<file path="src/rtl/seg_scan_controller.sv">
// Four-digit common-anode seven-segment scan controller: per-frame snapshot,
// BCD decode, leading-zero blanking, decimal points and a blanking guard between digits.
module seg_scan_controller #(
  parameter int REFRESH_DIV  = 50000,
  parameter int BLANK_CYCLES = 500
) (
  input  logic        clk,
  input  logic        rst_n,
  input  logic        enable,
  input  logic [15:0] digits,
  input  logic [3:0]  dp_en,
  input  logic        lzb_en,
  output logic [6:0]  seg,
  output logic        dp,
  output logic [3:0]  an,
  output logic [1:0]  digit_sel,
  output logic        frame_tick
);

  localparam int CNT_W = (REFRESH_DIV > 1) ? $clog2(REFRESH_DIV) : 1;
  localparam logic [CNT_W-1:0] CNT_LAST  = CNT_W'(REFRESH_DIV - 1);
  localparam logic [CNT_W-1:0] BLANK_END = CNT_W'(BLANK_CYCLES);

  typedef enum logic {
    ST_IDLE,
    ST_SCAN
  } state_t;

  state_t           state_q, state_d;
  logic [CNT_W-1:0] cnt_q, cnt_d;
  logic [1:0]       idx_q, idx_d;
  logic [15:0]      snap_q, snap_d;
  logic [3:0]       snap_dp_q, snap_dp_d;
  logic [6:0]       seg_q, seg_d;
  logic             dp_q, dp_d;
  logic [3:0]       an_q, an_d;
  logic             tick_q, tick_d;
  logic [3:0]       cur_digit;

  function automatic logic [6:0] decode(input logic [3:0] bcd);
    case (bcd)
      4'd0:    decode = 7'h40;
      4'd1:    decode = 7'h79;
      4'd2:    decode = 7'h24;
      4'd3:    decode = 7'h30;
      4'd4:    decode = 7'h19;
      4'd5:    decode = 7'h12;
      4'd6:    decode = 7'h02;
      4'd7:    decode = 7'h78;
      4'd8:    decode = 7'h00;
      4'd9:    decode = 7'h10;
      default: decode = 7'h7F;
    endcase
  endfunction

  // A digit is a leading zero when it and every digit to its left are zero.
  function automatic logic lz_blank(input logic [15:0] snap, input logic [1:0] d);
    case (d)
      2'd3:    lz_blank = (snap[15:12] == 4'd0);
      2'd2:    lz_blank = (snap[15:8] == 8'd0);
      2'd1:    lz_blank = (snap[15:4] == 12'd0);
      default: lz_blank = 1'b0;
    endcase
  endfunction

  always_comb begin
    state_d   = state_q;
    cnt_d     = cnt_q;
    idx_d     = idx_q;
    snap_d    = snap_q;
    snap_dp_d = snap_dp_q;
    if (!enable) begin
      state_d = ST_IDLE;
      cnt_d   = '0;
      idx_d   = 2'd0;
    end else if (state_q == ST_IDLE) begin
      state_d   = ST_SCAN;
      cnt_d     = '0;
      idx_d     = 2'd0;
      snap_d    = digits;
      snap_dp_d = dp_en;
    end else if (cnt_q == CNT_LAST) begin
      cnt_d = '0;
      idx_d = idx_q + 2'd1;
      if (idx_q == 2'd3) begin
        snap_d    = digits;
        snap_dp_d = dp_en;
      end
    end else begin
      cnt_d = cnt_q + CNT_W'(1);
    end
  end

  // Outputs are registered from the next slot state so they line up with cnt/idx.
  always_comb begin
    an_d      = 4'b1111;
    seg_d     = 7'h7F;
    dp_d      = 1'b1;
    tick_d    = 1'b0;
    cur_digit = snap_d[{idx_d, 2'b00} +: 4];
    if (state_d == ST_SCAN && cnt_d >= BLANK_END) begin
      an_d   = ~(4'b0001 << idx_d);
      seg_d  = (lzb_en && lz_blank(snap_d, idx_d)) ? 7'h7F : decode(cur_digit);
      dp_d   = ~snap_dp_d[idx_d];
      tick_d = (cnt_d == CNT_LAST) && (idx_d == 2'd3);
    end
  end

  always_ff @(posedge clk or negedge rst_n) begin
    if (!rst_n) begin
      state_q   <= ST_IDLE;
      cnt_q     <= '0;
      idx_q     <= 2'd0;
      snap_q    <= 16'h0000;
      snap_dp_q <= 4'h0;
      seg_q     <= 7'h7F;
      dp_q      <= 1'b1;
      an_q      <= 4'b1111;
      tick_q    <= 1'b0;
    end else begin
      state_q   <= state_d;
      cnt_q     <= cnt_d;
      idx_q     <= idx_d;
      snap_q    <= snap_d;
      snap_dp_q <= snap_dp_d;
      seg_q     <= seg_d;
      dp_q      <= dp_d;
      an_q      <= an_d;
      tick_q    <= tick_d;
    end
  end

  assign seg        = seg_q;
  assign dp         = dp_q;
  assign an         = an_q;
  assign digit_sel  = idx_q;
  assign frame_tick = tick_q;

endmodule

</file>
<file path="config.mk">
export PLATFORM = sky130hd
export DESIGN_NAME = seg_scan_controller
export DESIGN_NICKNAME = d
export VERILOG_FILES = /design/src/rtl/seg_scan_controller.sv
export SDC_FILE = /design/constraint.sdc
export NUM_CORES = 1
export LEC_CHECK = 0
export BUFFER_PORTS_ARGS = -buffer_cell sky130_fd_sc_hd__buf_2
export CELL_PAD_IN_SITES_DETAIL_PLACEMENT = 1
export CELL_PAD_IN_SITES_GLOBAL_PLACEMENT = 1
export CORE_ASPECT_RATIO = 0.8
export CORE_MARGIN = 4
export CORE_UTILIZATION = 30
export DETAILED_ROUTE_END_ITERATION = 16
export HOLD_SLACK_MARGIN = 0.05
export PLACE_DENSITY = 0.68
export SLEW_MARGIN = 20
export SYNTH_ARGS = -nofsm -noshare
export SYNTH_HDL_FRONTEND = slang
export SYNTH_SLANG_ARGS = --single-unit
</file>
<file path="constraint.sdc">
create_clock -name clk -period 5.5 [get_ports clk]
set_input_delay 1.375 -clock clk [delete_from_list [all_inputs] [get_ports clk]]
set_output_delay 1.375 -clock clk [all_outputs]
set_load 0.05 [all_outputs]
</file>
# --- Yosys cells after proc, flatten, opt, wreduce, memory -nomap -nowiden ---
# Memories as Yosys holds them, arrays and structs flattened.
# Cells that the tools add are included.
word_totals:
  word_cells: 54
  register_bits: 52
  output_inout_bits: 15
  n_memories: 1
  mem_bits_ro: 112
classes:
  n_bitwise: 2
  n_mux: 24
  eq_ne: 6
  n_lt_le_gt_ge: 2
  n_addsub: 2
  reduce_logical: 6
  n_shift: 2
memory_table:
  columns: ["name", "words", "width", "read_ports", "rd_ports_with_merged_regs", "write_ports", "line_no", "rtl"]
  rows:
  - ["(no name shown)", 16, 7, 1, 0, 0, "41", "case (bcd)"]
ops:
  columns: ["cell", "count"]
  rows:
  - ["16-bit two-way mux", 7]
  - ["16-bit == test (second input constant)", 2]
  - ["4-bit two-way mux", 5]
  - ["16-bit by 1-bit adder with 16-bit output (second input constant)", 1]
  - ["16-bit by 9-bit greater-or-equal comparator with 1-bit output (second input constant)", 1]
  - ["16-bit by 5-bit indexed part select with 4-bit output", 1]
  - ["7-bit two-way mux", 2]
  - ["12-bit zero test", 1]
  - ["8-bit zero test", 1]
  - ["2-bit == test (second input constant)", 3]
  - ["2-bit two-way mux", 3]
  - ["1-bit two-way mux", 5]
  - ["4-bit zero test", 1]
  - ["4-bit inverter", 1]
  - ["1-bit by 2-bit << shifter with 4-bit output (first input constant)", 1]
  - ["1-bit logical AND", 3]
  - ["2-bit by 3-bit less-than comparator with 1-bit output (second input constant)", 1]
  - ["1-bit one-hot mux with 3 select lines", 1]
  - ["2-bit by 1-bit adder with 2-bit output (second input constant)", 1]
  - ["1-bit binary-select mux with 2-bit select", 1]
  - ["2-bit by 1-bit == test with 1-bit output (second input constant)", 1]
  - ["1-bit inverter", 1]

# --- Longest topological paths before layout ---
# Gate-level depths: netlist of the first run.
depth:
  word_depth: 11
  mapped_depth: 14
  depth_no_buf: 11

# --- Worst setup path after synthesis of the first run ---
# Ideal clock, no wire load.
synth_timing:
  path_type: "input -> register"
  from: "in enable"
  to: "reg seg_q[4], in the netlist seg[4]"
  arrival_time_ns: 3.496
  slack_ns: 1.932
  stages: 11
  path_buffers: 1
  path_cell_list: "and2_1 -> clkbuf_1 -> o21ai_0 -> mux2i_4 -> a221oi_1 -> a2111oi_2 -> inv_1 -> ha_1 -> nor3_1 -> a221oi_2 -> o21ai_1"
synth_between:
  elab_chain_cells: 7
  elab_cells_between_ends: 19
synth_lines:
  columns: ["item", "line_no", "rtl"]
  rows:
  - ["from (decl)", "9", "input logic enable,"]
  - ["branches (longest 6 deep; another with memory 16 x 7 bit)", null, null]
  - ["7-bit two-way mux *", "101", "if (state_d == ST_SCAN && cnt_d >= BLANK_END) begin"]
  - ["named net seg_d[4]", "34", "logic [6:0] seg_q, seg_d;"]
  - ["to (signal assigned)", "126", "seg_q <= seg_d;"]
  - ["to (decl)", "34", null]
# Mark *: on every way through the listed nets, which the timed path passes. The select of a mux whose other input is x is not followed.

# --- Worst setup path after layout of the first run ---
layout_timing:
  from: "reg cnt_q[0]"
  to: "reg seg_q[4], in the netlist seg[4]"
layout_between:
  elab_chain_cells: 10
  elab_cells_between_ends: 26
layout_lines:
  columns: ["item", "line_no", "rtl"]
  rows:
  - ["from (decl)", "30", "logic [CNT_W-1:0] cnt_q, cnt_d;"]
  - ["from (signal assigned)", "122", "cnt_q <= cnt_d;"]
  - ["branches (longest 9 deep; another with 16-bit by 1-bit adder with 16-bit output)", null, null]
  - ["7-bit two-way mux *", "101", null]
  - ["named net seg_d[4]", "34", null]
# Marks and branches as above.

==> results_dict.tcl, run 1 <==
set metrics [dict create \
    synthArstFlopShare_pct 100.0 \
    synth_area_leaders "dfrtp_1 (31%), dfstp_2 (9.9%), nand2_1 (5.6%)" \
    die_h_um 100.2 \
    start_util_pct 30.90 \
    multiInputGateArea_um2 1718 \
    cp.required_ns 5.72 \
    ys_top_cells_by_count "nand2_1 (48), dfrtp_1 (40), nor2_1 (23), o21ai_0 (13)" \
    final-hold-violation-count 0 \
    dieArea_um2 12350 \
    wl_mm 8.670 \
    root_buffer "clkbuf_16" \
    drt-initial-drc-count 131 \
    synth_edf_count 0 \
    finalSetupViolations 0 \
    antenna_found_initial 0 \
    synth_top_area_share_pct 31.38 \
    grt_remaining_overflow 0 \
    yosysSeqAreaShare_pct 41.27 \
    holdCritStartpoint "snap_dp_q[3]$_DFF_PN0_" \
    reg2reg_slack_ns 1.30 \
    clock_sinks 52 \
    fin_skew_ns 0.006813 \
    rsz0062_at_grt "no" \
    wl_met1_mm 4.583 \
    io_pins 39 \
    end_kind "flip-flop" \
    ys_warn_count 0 \
    grt_pass1_vias 2650 \
    vdd_drop_max_mv 0.1183 \
    synth_ff_type "dfrtp_1" \
    remaining_drc_errors 0 \
    period_share_pct 76.37 \
    place_ws_ns 1.149 \
    critical_path_class "reg2reg" \
    ctsResizeCount 0 \
    synth_area_per_cell_um2 9.606 \
    nets 390 \
    core_area_um2 10320 \
    min_to "snap_dp_q[3]$_DFF_PN0_" \
    min_path_cells 1 \
    top_layer_used "met4" \
    reg2reg_from "cnt_q[0]$_DFF_PN0_" \
    fin_ws_ns 1.300 \
    num_rows 33 \
    synth_most_common_cell "nand2_1" \
    post-cts-setup-buffer-count 0 \
    period_minus_slack_ns 4.200 \
    crit_arrival_ns 4.42 \
    cap_violations 0 \
    dp_hpwl_mm 6.551 \
    place_congestion 0.8145 \
    clock_latency_ns 0.29 \
    dr_wl_met2_mm 3.692 \
    r2r-end "seg[4]$_DFF_PN1_" \
    diodes 0 \
    reg2reg_depth 11 \
    htreeDepth 2 \
    antenna_left 0 \
    io_buffers 38 \
    crit_fanout 21 \
    hp-class "reg2reg" \
    syn_area_um2 3189 \
    synth_top_area_cell "dfrtp_1" \
    synthToLayoutAreaGrowth_pct 12.83 \
    die_w_um 123.3 \
    ys_ff_latch 52 \
    critPathLaunchType "flip-flop" \
    wl_per_cell_um 17.34 \
    regArea_um2 1316 \
    syn_inst 332 \
    synth_fp_nets 363 \
    numCtsBuffers 5 \
    ctsHoldBuffers 0 \
    avgViaCountPerCell 5.174 \
    drive_above_1_share_pct 23.61 \
    fill_cells 1220 \
    grtUsageTotal_pct 14.60 \
    max_freq_ghz 0.2381 \
    yosys.cell_types.count 61 \
    finalSetupTns_ns 0 \
    cts.reportedPaths.clkPinSlew_ns 0.07 \
    grt_max_degree 53 \
    status "complete, no violations" \
    p_leak_nw 1.460 \
    cts_buffer_depth 2 \
    num_vias 2587 \
    slew_viol_final 0 \
    power_density_nw_per_um2 234.9 \
    cts_tree "yes" \
    worst_pin_slew_ns 1.166 \
    max-slew-margin-rel_pct 20.27 \
    dr.pass1.iters 4 \
    wl_met3_um 291 \
    grt_first_pass_wirelength_mm 14.11 \
]
## flip-flops by register name (all words and copies together), names as in the netlist
register and count:
state_q 1, dp 1, digit_sel 2, snap_q 16
snap_dp_q 4, frame_tick 1, cnt_q 16, seg 7
an 4
## how the worst max path moves through the flow
stage	cells past startpoint	end	slack [ns]	startpoint
floorplan	11	seg[4]$_DFF_PN1_	1.93	enable
global placement	10	seg[4]$_DFF_PN1_	1.30	enable
detailed placement	10	seg[4]$_DFF_PN1_	1.15	enable
CTS	11	seg[4]$_DFF_PN1_	1.27	cnt_q[0]$_DFF_PN0_
global route	11	seg[4]$_DFF_PN1_	0.86	cnt_q[0]$_DFF_PN0_
finish	11	seg[4]$_DFF_PN1_	1.30	cnt_q[0]$_DFF_PN0_
## cells in the final DEF, fill, tap and decap left out, drive strengths merged, types with 9 or more instances in the layout
cell	Yosys	final
nand2	49	49
dfrtp	40	40
buf	12	39
nor2	23	23
o21ai	16	16
inv	12	12
nand3	12	12
dfstp	12	12
nor4	11	11
xnor2	10	10
a21oi	10	10
mux2i	9	9
## power breakdown
group / internal (W) / leakage (nW) / switching [W]
registers: 0.000403 / 0.646 / 0.0000118
clock network: 0.000182 / 0.0712 / 0.000134
logic: 0.0000468 / 0.743 / 0.0000674
total: 0.000632 / 1.46 / 0.000213
## cell type report
type / instances / area share, %
inverters: 12 / 1.252
multi-input cells: 249 / 47.74
well taps: 140 / 4.868
flip-flops and latches: 52 / 36.58
clock buffers: 8 / 4.068
repair buffers: 39 / 5.494
## cell families after synthesis
group                    count (synthesis)  synth area share (%)
AND/OR/NAND/NOR                        148                 25.30
AO/OA/AOI/OAI                           61                 15.26
flip-flops                              52                 41.27
buffers and inverters                   31                 4.864
multiplexers                            17                 6.159
XOR/XNOR                                16                 4.394
adder cells (fa/ha/maj)                  7                 2.746
## layer usage
metal / global-route usage, % / vias to the layer above
li1: - / 1255
met1: 22.27 / 1283
met2: 20.59 / 39
met3: 3.662 / 10
met4: 3.319 / 0
met5: 0 / -
## worst max-delay path, stage by stage (launching register included)
cell and delay, ns:
dfrtp_1 0.43, ha_1 0.24, and3_1 0.30, nand4_2 0.38, o21ai_2 0.97, mux2i_1 0.25
a2111oi_2 0.63, inv_1 0.18, ha_1 0.24, nor3_1 0.25, a221oi_2 0.09, o21ai_1 0.18
## metrics by stage
stage	hold WS (ns)	std cells	cell area, um^2	total power (W)	util, %
finish	0.5015	500	3598	0.0008451	34.86
global route	0.5290	500	3598	0.0008949	34.86
CTS	0.5043	500	3598	0.0008584	34.86
detailed placement	0.4909	492	3452	0.0005360	33.44
global placement	0.4874	492	3452	0.0005325	33.44
floorplan	0.4530	332	3189	0.0004938	-
(Power assumes the default switching activity.)
==> inputs of run 2 (changes only) <==
- ABC_AREA: default -> 1
- PLACE_DENSITY: 0.68 -> 0.73
- clock period: 5.5 -> 3.55 ns (I/O delays scaled with it)
==> results_dict.tcl, run 2 <==
set metrics [dict create \
    slew_viol_final 0 \
    reg2reg_from "cnt_q[0]$_DFF_PN0_" \
    die_h_um 96.96 \
    core_area_um2 9649 \
    start_util_pct 30.76 \
    wl_mm 7.647 \
    yosysSeqAreaShare_pct 44.35 \
    num_rows 32 \
    synth_most_common_cell "nand2_1" \
    cts_tree "yes" \
    synth_area_per_cell_um2 7.689 \
    htreeDepth 2 \
    max-slew-margin-rel_pct 60.29 \
    postLayoutCellArea_um2 3431 \
    nets 457 \
    remaining_drc_errors 0 \
    die_w_um 119.2 \
    grt_first_pass_wirelength_mm 13.41 \
    synth_top_area_cell "dfrtp_1" \
    final_cell_mix "nand2_1 (116), inv_1 (56), nand3_1 (43)" \
    synth_ff_type "dfrtp_1" \
    cp.required_ns 3.75 \
    grt_pass1_vias 2678 \
    antenna_left 0 \
    place_congestion 0.8101 \
    ys_ff_latch 52 \
    reg2reg_depth 17 \
    synth_top_area_share_pct 33.73 \
    dp_hpwl_mm 5.925 \
    antenna_found_initial 0 \
    p_leak_nw 1.798 \
    period_share_pct 81.64 \
    power_density_nw_per_um2 379.9 \
    synthToLayoutAreaGrowth_pct 15.60 \
    max_freq_ghz 0.3450 \
    dr.pass1.iters 4 \
    ys_top_cells_by_count "nand2_1 (116), inv_1 (56), nand3_1 (43), dfrtp_1 (40), nor2_1 (31)" \
    p_total_w 0.001303 \
    min_to "snap_q[2]$_DFF_PN0_" \
    dieArea_um2 11560 \
    numCtsBuffers 5 \
    clock_sinks 52 \
    grtUsageTotal_pct 14.09 \
    layout_commonest_cell "nand2_1" \
    fin_skew_ns 0.003730 \
    finalSetupViolations 0 \
    ys_warn_count 0 \
    num_vias 2476 \
    critical_path_class "reg2reg" \
    rsz0062_at_grt "no" \
    critPathLaunchType "flip-flop" \
    vdd_drop_max_mv 0.1893 \
    reg2reg_slack_ns 0.65 \
    syn_area_um2 2968 \
    synth_area_leaders "dfrtp_1 (34%), nand2_1 (15%), dfstp_2 (11%)" \
    grt_remaining_overflow 0 \
    io_pins 39 \
    avgViaCountPerCell 4.398 \
    holdWs_ns 0.4762 \
    place_inst 555 \
    hp-class "reg2reg" \
    diodes 0 \
    grt_max_degree 46 \
    cts_buffer_depth 2 \
    ctsHoldBuffers 0 \
    clock_latency_ns 0.28 \
    post-cts-setup-buffer-count 0 \
    ctsResizeCount 0 \
    post_dp_cell_area_um2 3282 \
    cts.reportedPaths.clkPinSlew_ns 0.07 \
    holdCritStartpoint "snap_q[2]$_DFF_PN0_" \
    finalSetupTns_ns 0 \
    final_cells 563 \
    io_buffers 38 \
    crit_arrival_ns 3.10 \
    final-hold-violation-count 0 \
    synthArstFlopShare_pct 100.0 \
    period_minus_slack_ns 2.898 \
    drive_above_1_share_pct 24.36 \
    yosys.cell_types.count 33 \
    status "complete, no violations" \
    end_kind "flip-flop" \
    synth_edf_count 0 \
    min_path_cells 2 \
    drt-initial-drc-count 98 \
    root_buffer "clkbuf_16" \
    worst_pin_slew_ns 0.5956 \
    syn_inst 386 \
    wl_per_cell_um 13.58 \
    r2r-end "seg[5]$_DFF_PN1_" \
    crit_fanout 29 \
    synth_fp_nets 417 \
    cap_violations 0 \
]
-- run 2: cell count changes in the layout (fill, tap and decap cells not counted), moves of 8 or more --
cell and change:
inv_2 +8, mux2i_1 -8, nand2_2 +14, inv_1 +44, nand3_1 +31, nor4_1 -10, and2_1 -8, nand2_1 +68
xnor2_1 -9, nor2_1 +8
-- run 2: final cells by class --
class / count / area (um^2)
tap: 136 / 170.2
sequential: 52 / 1316
clock buffer: 8 / 146.4
fill: 1198 / 6218
multi-input combinational: 261 / 1338
timing repair buffer: 41 / 215.2
inverter: 65 / 245.2
-- run 2: how the worst max path moves through the flow --
| stage | start | endpoint | depth (start not counted) |
|---|---|---|---|
| 5_1_grt | cnt_q[0]$_DFF_PN0_ | seg[5]$_DFF_PN1_ | 17 |
| 4_1_cts | cnt_q[0]$_DFF_PN0_ | seg[5]$_DFF_PN1_ | 17 |
| 3_5_place_dp | enable | seg[5]$_DFF_PN1_ | 13 |
| 3_3_place_gp | enable | seg[5]$_DFF_PN1_ | 13 |
| 2_1_floorplan | cnt_q[0]$_DFF_PN0_ | seg[5]$_DFF_PN1_ | 19 |
| 6_report | cnt_q[0]$_DFF_PN0_ | seg[5]$_DFF_PN1_ | 17 |
-- run 2: logic make-up (layout without fill, tap and decap cells) --
kind of cell,after synthesis,in the layout,share of synthesized area [%]
adders and majority gates,7,7,2.951
AOI/OAI and AO/OA,12,12,2.361
buffers and inverters,73,114,10.58
and+or+nand+nor,237,237,38.28
xor gates and xnor gates,5,5,1.475
DFF,52,52,44.35
-- run 2: worst max-delay path, stage by stage, from the launching register on --
cell	delay [ns]
dfrtp_1	0.39
ha_1	0.21
nand3_1	0.18
nor2_2	0.26
nand3_2	0.12
nand2_2	0.08
nand2_2	0.33
nand2_1	0.20
nand2_1	0.12
nand2_1	0.08
nand2_1	0.08
nor2_4	0.16
inv_1	0.09
ha_1	0.21
inv_1	0.09
nand2_1	0.07
nand3_1	0.07
nand3_1	0.07
-- run 2: through the flow --
step	utilization [%]	setup WS, ns
after floorplan	-	1.262
after global placement	34.01	0.6552
after detailed placement	34.01	0.4817
after CTS	35.53	0.5717
after global routing	35.56	0.2294
final	35.56	0.6517
-- run 2: layer usage --
layer	routed length [um]	global-route usage, %
met1	3848	20.07
met2	3525	22.54
met3	219	2.455
met4	53	2.671
met5	0	0
-- run 2: report_power, final --
group / internal [W] / total, W / switching, W / leakage (nW)
clock: 0.000282 / 0.000488 / 0.000206 / 0.0712
sequential: 0.000623 / 0.000634 / 0.0000116 / 0.641
combinational: 0.0000589 / 0.000181 / 0.000122 / 1.09
total: 0.000964 / 0.00130 / 0.000340 / 1.80
